===== src/rtl/alu_arbiter.sv =====
// rtl/alu_arbiter.sv - two-requester round-robin front end sharing one single-cycle ALU
// The result register is tagged with the requester ID and drained through its own valid/ready.

module alu #(
  parameter int n = 32
) (
  input  logic [3:0]   op,
  input  logic [n-1:0] a,
  input  logic [n-1:0] b,
  output logic [n-1:0] result,
  output logic         err
);
  localparam int SW = $clog2(n);

  always_comb begin
    result = '0;
    err    = 1'b0;
    case (op)
      4'b0000: result = a + b;
      4'b0001: result = a - b;
      4'b0010: result = a << b[SW-1:0];
      4'b0100: result = {{(n-1){1'b0}}, ($signed(a) < $signed(b))};
      4'b0110: result = {{(n-1){1'b0}}, (a < b)};
      4'b1000: result = a ^ b;
      4'b1010: result = a >> b[SW-1:0];
      4'b1011: result = $unsigned($signed(a) >>> b[SW-1:0]);
      4'b1100: result = a | b;
      4'b1110: result = a & b;
      default: err = 1'b1;
    endcase
  end
endmodule

module alu_arbiter #(
  parameter int n = 32
) (
  input  logic         clock,
  input  logic         nReset,
  input  logic         req0_valid,
  output logic         req0_ready,
  input  logic [3:0]   req0_op,
  input  logic [n-1:0] req0_a,
  input  logic [n-1:0] req0_b,
  input  logic         req1_valid,
  output logic         req1_ready,
  input  logic [3:0]   req1_op,
  input  logic [n-1:0] req1_a,
  input  logic [n-1:0] req1_b,
  output logic         rsp_valid,
  input  logic         rsp_ready,
  output logic         rsp_id,
  output logic [n-1:0] rsp_data,
  output logic         rsp_err
);
  typedef enum logic {EMPTY, FULL} state_t;

  state_t       state_q;
  logic         last_grant_q;
  logic         rsp_id_q;
  logic [n-1:0] rsp_data_q;
  logic         rsp_err_q;

  logic         can_issue;
  logic         grant0, grant1;
  logic [3:0]   sel_op;
  logic [n-1:0] sel_a, sel_b;
  logic [n-1:0] alu_result_d;
  logic         alu_err_d;

  assign can_issue = (state_q == EMPTY) | rsp_ready;

  // With both valid, the requester that did not win last time gets the slot.
  assign grant0 = req0_valid & (~req1_valid | last_grant_q);
  assign grant1 = req1_valid & (~req0_valid | ~last_grant_q);

  assign req0_ready = grant0 & can_issue & nReset;
  assign req1_ready = grant1 & can_issue & nReset;

  assign sel_op = grant1 ? req1_op : req0_op;
  assign sel_a  = grant1 ? req1_a  : req0_a;
  assign sel_b  = grant1 ? req1_b  : req0_b;

  alu #(.n(n)) u_alu (
    .op     (sel_op),
    .a      (sel_a),
    .b      (sel_b),
    .result (alu_result_d),
    .err    (alu_err_d)
  );

  always_ff @(posedge clock) begin
    if (!nReset) begin
      state_q      <= EMPTY;
      last_grant_q <= 1'b1;
      rsp_id_q     <= 1'b0;
      rsp_data_q   <= '0;
      rsp_err_q    <= 1'b0;
    end else if (req0_ready | req1_ready) begin
      state_q      <= FULL;
      last_grant_q <= req1_ready;
      rsp_id_q     <= req1_ready;
      rsp_data_q   <= alu_result_d;
      rsp_err_q    <= alu_err_d;
    end else if (rsp_ready) begin
      state_q <= EMPTY;
    end
  end

  assign rsp_valid = (state_q == FULL);
  assign rsp_id    = rsp_id_q;
  assign rsp_data  = rsp_data_q;
  assign rsp_err   = rsp_err_q;
endmodule


===== config.mk =====
export PLATFORM = sky130hd
export DESIGN_NAME = alu_arbiter
export DESIGN_NICKNAME = d
export VERILOG_FILES = /design/src/rtl/alu_arbiter.sv
export SDC_FILE = /design/constraint.sdc
export NUM_CORES = 1
export LEC_CHECK = 0
export CAP_MARGIN = 20
export CORE_ASPECT_RATIO = 1.5
export CORE_MARGIN = 2
export CORE_UTILIZATION = 55
export CTS_CLUSTER_SIZE = 40
export DETAILED_ROUTE_END_ITERATION = 6
export HOLD_SLACK_MARGIN = 0.02
export PLACE_DENSITY_LB_ADDON = 0.25
export SETUP_SLACK_MARGIN = 0.3
export SYNTH_ARGS = -nofsm -noshare
export SYNTH_HDL_FRONTEND = slang
export SYNTH_HIERARCHICAL = 1
export SYNTH_SLANG_ARGS = --single-unit

===== constraint.sdc =====
create_clock -name clock -period 5.9 [get_ports clock]
set_input_delay 0.885 -clock clock [delete_from_list [all_inputs] [get_ports clock]]
set_output_delay 0.885 -clock clock [all_outputs]
set_load 0.02 [all_outputs]

After elaboration in Yosys (flattened, before gate mapping)
Index checks and enable logic that the tools add are counted.
{ "totals": {"ff_bits": 36, "output_inout_bits": 37} }
{ "classes": {"n_addsub": 2, "magnitude_cmp": 2, "eq_ne": 9, "shifts": 3, "n_mux": 7, "bitwise": 17, "reduce_logical": 3} }
{ "ops": {"columns": ["op", "n"], "rows": [
  ["$pmux W32 S10", 1],
  ["$lt A32 B32 Y1", 2],
  ["$mux W32", 2],
  ["$add A32 B32 Y32", 1],
  ["$and A32 B32 Y32", 1],
  ["$or A32 B32 Y32", 1],
  ["$shl A32 B5 Y32", 1],
  ["$shr A32 B5 Y32", 1],
  ["$sshr A32 B5 Y32", 1],
  ["$sub A32 B32 Y32", 1],
  ["$xor A32 B32 Y32", 1],
  ["$eq A4 B4 Y1 const B", 5],
  ["$reduce_or A10 Y1", 1],
  ["$eq A4 B3 Y1 const B", 2],
  ["$and A1 B1 Y1", 6],
  ["$eq A4 B1 Y1 const B", 1],
  ["$eq A4 B2 Y1 const B", 1],
  ["$logic_not A4 Y1", 1],
  ["$mux W4", 1],
  ["$not A1 Y1", 4],
  ["$or A1 B1 Y1", 4],
  ["$mux W1", 3],
  ["$reduce_bool A2 Y1", 1]
]} }

Depth between registers and ports, before layout
{ "depth": {"word_depth": 7, "mapped_depth": 20, "depth_no_buf": 16} }

Hierarchy
Netlist, hierarchy kept.
{ "modules_own_cells": {"columns": ["module", "n_inst", "cells_per_inst", "area_per_inst_um2"], "rows": [
  ["alu", 1, 1228, 8395.6],
  ["alu_arbiter", 1, 244, 2218.4]
]} }

Worst setup path after synthesis
OpenSTA, ideal clock, no wires.
{ "synth_path": {"path_kind": "input-to-reg", "from": "input port req1_valid", "to": "register rsp_data_q[28] (netlist: rsp_data[28])", "setup_ns": 0.118, "t_arrival_ns": 5.369, "t_required_ns": 5.782, "slack_ns": 0.413, "stages": 19, "path_cell_list": "a21boi_2 buf_2 mux2_2 inv_1 clkbuf_1 buf_2 clkbuf_1 ha_1 o21ba_1 or4_4 o211ai_4 a31oi_4 o2111ai_2 a2111oi_2 o41a_1 a211o_1 a32o_1 nand4_1 o21ai_1"} }
{ "synth_rtl": {"columns": ["item", "line", "text"], "rows": [
  ["start, declared", "44", "input logic req1_valid,"],
  ["$and A1 B1 Y1 *", "74", "assign grant1 = req1_valid & (~req0_valid | ~last_grant_q);"],
  ["$mux W32 *", "81", "assign sel_b = grant1 ? req1_b : req0_b;"],
  ["via sel_b[2]", "66", "logic [n-1:0] sel_a, sel_b;"],
  ["$sub A32 B32 Y32, or another cell as far along", "20", "4'b0001: result = a - b;"],
  ["$pmux W32 S10 *", "18", "case (op)"],
  ["via alu_result_d[28]", "67", "logic [n-1:0] alu_result_d;"],
  ["end signal, assigned", "102", "rsp_data_q <= alu_result_d;"],
  ["end, declared", "60", "logic [n-1:0] rsp_data_q;"]
]} }
Mark *: on every way through the listed nets, which the timed path passes. The rest lies on a longest branch.
A chain may end at the register's enable or synchronous reset.

Worst setup path in the final report
{ "layout_path": {"from": "input port req0_valid", "to": "register rsp_data_q[31] (netlist: rsp_data[31])"} }
{ "layout_via": {"elab_chain_cells": 6} }
{ "layout_lines": {"columns": ["item", "line", "text"], "rows": [
  ["start, declared", "39", "input logic req0_valid,"],
  ["$not A1 Y1 *", "74", null],
  ["$or A1 B1 Y1 *", "74", null],
  ["$and A1 B1 Y1 *", "74", null],
  ["$mux W32 *", "80", "assign sel_a = grant1 ? req1_a : req0_a;"],
  ["via sel_a[1]", "66", null],
  ["$sub A32 B32 Y32, or another cell as far along", "20", null],
  ["$pmux W32 S10 *", "18", null],
  ["via alu_result_d[31]", "67", null]
]} }
Marks and branches as above.

==> key figures <==
Run
  • Reported max-cap violation count: 0

GRT
  • Antenna violations before repair: 0
  • GRT Residual Overflow: 0
  • Wire length of the first global-routing pass: 71800 um
  • Via count of the first global-routing pass: 12.6k
  • Global-route total usage across every layer: 44.3%
  • Pin count of the biggest net entering global routing: 73

Route
  • Drt pass-1 iters: 7
  • Total wire length: 47000 um
  • Overall via count from detail_route: about 13k
  • DR DRC count: 4
  • Met3 wirelength from detailed routing: 5050 um
  • Number of routed nets with antenna violations: 0
  • WL met1: 16200 um
  • Top sig layer: met4
  • Mean routed wirelength per cell: 25.3 um
  • Met2 WL: between 20000 and 25000 um
  • Violation count after the first detailed-routing iteration: 2108
  • Vias per Instance: 7.08

Layout
  • Sequential cell area: 721 um2
  • Multi-input gate area in the final layout: 9000 um2
  • Share of final-layout standard cells stronger than drive strength 1: between 10% and 20%
  • Layout Area Growth over Synthesis: 21.8%
  • Diodes inserted: 0
  • Post-route insts no fill: 1860
  • Net total in the final layout: 1847
  • Count of filler cells inserted in the layout: 1633

Floorplan
  • Area of the die: roughly 20000 um2
  • Initial core utilization: 55.8%
  • Die height: 174 um
  • Horiz. Die Dim: 117 um
  • Total core area: 19000 um2
  • Std-Cell Rows: 62
  • I/O pin cnt: 178

Yosys
  • Synth top area share: between 10 and 15%
  • Top cells by instance count after synthesis: sky130_fd_sc_hd__nor2_1, sky130_fd_sc_hd__nand2_1, sky130_fd_sc_hd__a21oi_1
  • Top_reg_cell synth: sky130_fd_sc_hd__dfxtp_1
  • Synth area leaders: sky130_fd_sc_hd__ha_1, sky130_fd_sc_hd__mux4_2, sky130_fd_sc_hd__mux2_2
  • Synth Instances: 1472
  • Share of async-settable or async-resettable flops after synthesis: 0%
  • Number of synthesis warnings: 6
  • Post-Synthesis Mean Instance Area: a little over 7 um2
  • Sequential-to-total area share from yosys stat: roughly 6.8%
  • Distinct cell type count after synthesis: 87
  • Number of flops mapped to enable cells by yosys: 0
  • Cell type with the largest total area after synthesis: sky130_fd_sc_hd__ha_1
  • Most frequent cell after synthesis: sky130_fd_sc_hd__nor2_1
  • Netlist area before placement: 10600 um2
  • Seq cells post-synth: 36
  • Post-synth net total: around 1.7k

Power
  • Areal power density over the cells: 184 nW/um2
  • Leakage dissipation: 5.26 nW
  • Peak ir drop on the vdd network: approximately 0.30 mV

Clock tree
  • Clk Tree Root Cell: sky130_fd_sc_hd__clkbuf_16
  • Reg clk slew, reported paths: 0.05 ns
  • TritonCTS sink count: 36
  • CTS tree: built
  • Inserted Clock Buffers: 5
  • Max Buffers Root-to-Sink: 2
  • H-tree depth: 2
  • Clock latency reported for the late side of the worst-skew pair: 0.28 ns

Setup path
  • Crit. End Element: flop
  • Required time of the critical path: 6.06 ns
  • Arrival time worst endpoint: 5.49 ns
  • Length in cells of the worst reg-to-reg path: 19
  • Startpoint types: input pin
  • Maximum net fanout on the critical path: 9
  • Worst reg-to-reg setup slack: 1.42 ns
  • Kind of critical path: in -> reg

Timing
  • Setup repair after global routing missed its margin: false
  • Final-report hold violation count: 0
  • Final critical-path required period: 5.33 ns
  • Final setup skew: about 0.0031 ns
  • Worst-Margin Slew: between 0.7 and 0.8 ns
  • Setup tns final: 0 ns
  • Final setup violation count: 0
  • Highest achievable clock rate: 188 MHz
  • Max transition margin: between 40% and 50%
  • Max Transition Viols Final: 0
  • Period utilisation layout: 90.3%

Placed design
  • Post-Place Cells: 1849
  • Global placer's final weighted congestion: 1.05
  • Half-perimeter wire length after detailed placement: 36700 um
  • Quantity of I/O buffers inserted on ports: approximately 180

Status
  • Outcome: finished, violations left
  • Failing checks: DRC

Hold path
  • Cell depth of the worst min-delay path: 2
  • Path category of the worst min-delay check: reg -> reg
## stage by stage
stage	setup slack [ns]	instance area (um2)	hold slack (ns)	util, %	power [mW]
floorplan	0.413	10600	0.527	-	1.44
global placement	0.162	12700	0.438	66.9	2.04
detailed placement	0.172	12700	0.445	66.9	2.05
CTS	0.466	12800	0.449	67.6	2.30
global route	0.299	12900	0.474	68.0	2.49
finish	0.573	12900	0.445	68.0	2.38
## kinds of logic (layout without fill, tap and decap cells)
kind of cell	after synthesis	count (layout)	share of synthesized area [%]
compound gates	481	481	29.4
xor+xnor	13	13	1.07
fa+ha+maj	100	100	11.9
buf+inv	225	357	8.64
flops	36	36	6.79
mux	166	166	22.6
simple gates	451	451	19.5
## cell type report
cell class	instances	area share, %
Sequential cell	36	5.58
Timing Repair Buffer	246	18.2
Multi-Input combinational cell	1211	69.7
Tap cell	256	2.48
Clock buffer	5	0.968
Inverter	106	3.08
## sequential cells by signal, indices dropped and copies added, names as in the netlist
name / count
rsp_valid: 1
rsp_data: 32
rsp_id: 1
rsp_err: 1
last_grant_q: 1
## critical path, cell delays in order
cell and delay [ns]:
sky130_fd_sc_hd__clkdlybuf4s50_1 0.53, sky130_fd_sc_hd__a21boi_4 0.24, sky130_fd_sc_hd__buf_12 0.16, sky130_fd_sc_hd__buf_4 0.12, sky130_fd_sc_hd__buf_4 0.11, sky130_fd_sc_hd__mux2_2 0.41, sky130_fd_sc_hd__inv_1 0.17, sky130_fd_sc_hd__ha_1 0.30
sky130_fd_sc_hd__a211oi_1 0.23, sky130_fd_sc_hd__o21bai_1 0.17, sky130_fd_sc_hd__o21ai_0 0.39, sky130_fd_sc_hd__a21oi_1 0.24, sky130_fd_sc_hd__a211oi_1 0.25, sky130_fd_sc_hd__buf_4 0.18, sky130_fd_sc_hd__o221ai_1 0.18, sky130_fd_sc_hd__a311oi_1 0.37
sky130_fd_sc_hd__mux2i_1 0.24, sky130_fd_sc_hd__nand3_1 0.11, sky130_fd_sc_hd__nand4_1 0.10, sky130_fd_sc_hd__o21ai_1 0.07
## worst paths after layout
kind,to,startpoint
setup / recovery,rsp_data[31],req0_valid
hold / removal,rsp_data[25],rsp_data[25]
setup reg to reg,rsp_data[31],last_grant_q
hold reg to reg,rsp_data[25],rsp_data[25]
## power breakdown
part | internal, mW | leakage [nW] | total [mW] | switching, mW
logic | 0.729 | 4.90 | 1.83 | 1.10
clock network | 0.149 | 0.0616 | 0.247 | 0.0976
registers | 0.281 | 0.298 | 0.303 | 0.0223
## layer usage
layer / vias to the layer above / GRT usage, %
met5: - / 0
met4: 0 / 29.9
met3: 272 / 7.45
met2: 992 / 74.0
met1: 6186 / 52.0
li1: 5720 / -
## timing repair
| action | in CTS | in global routing |
|---|---|---|
| setup buffers | 0 | 5 |
| gates resized for setup | 0 | 1 |
| hold buffers | 0 | 0 |
| endpoints found under the setup margin | 0 | 8 |
## layout by cell type (no fill, tap or decap), types with 38 or more instances in the layout
cell and n:
sky130_fd_sc_hd__mux2i_1 38, sky130_fd_sc_hd__nand2_1 120, sky130_fd_sc_hd__ha_1 98, sky130_fd_sc_hd__nand4_1 43, sky130_fd_sc_hd__nor2_1 180, sky130_fd_sc_hd__mux4_2 51
sky130_fd_sc_hd__o21ai_0 110, sky130_fd_sc_hd__clkdlybuf4s50_1 176, sky130_fd_sc_hd__mux2_2 75, sky130_fd_sc_hd__buf_4 64, sky130_fd_sc_hd__a21oi_1 115, sky130_fd_sc_hd__inv_1 103
Note: power is estimated with default switching activity, not from simulation.
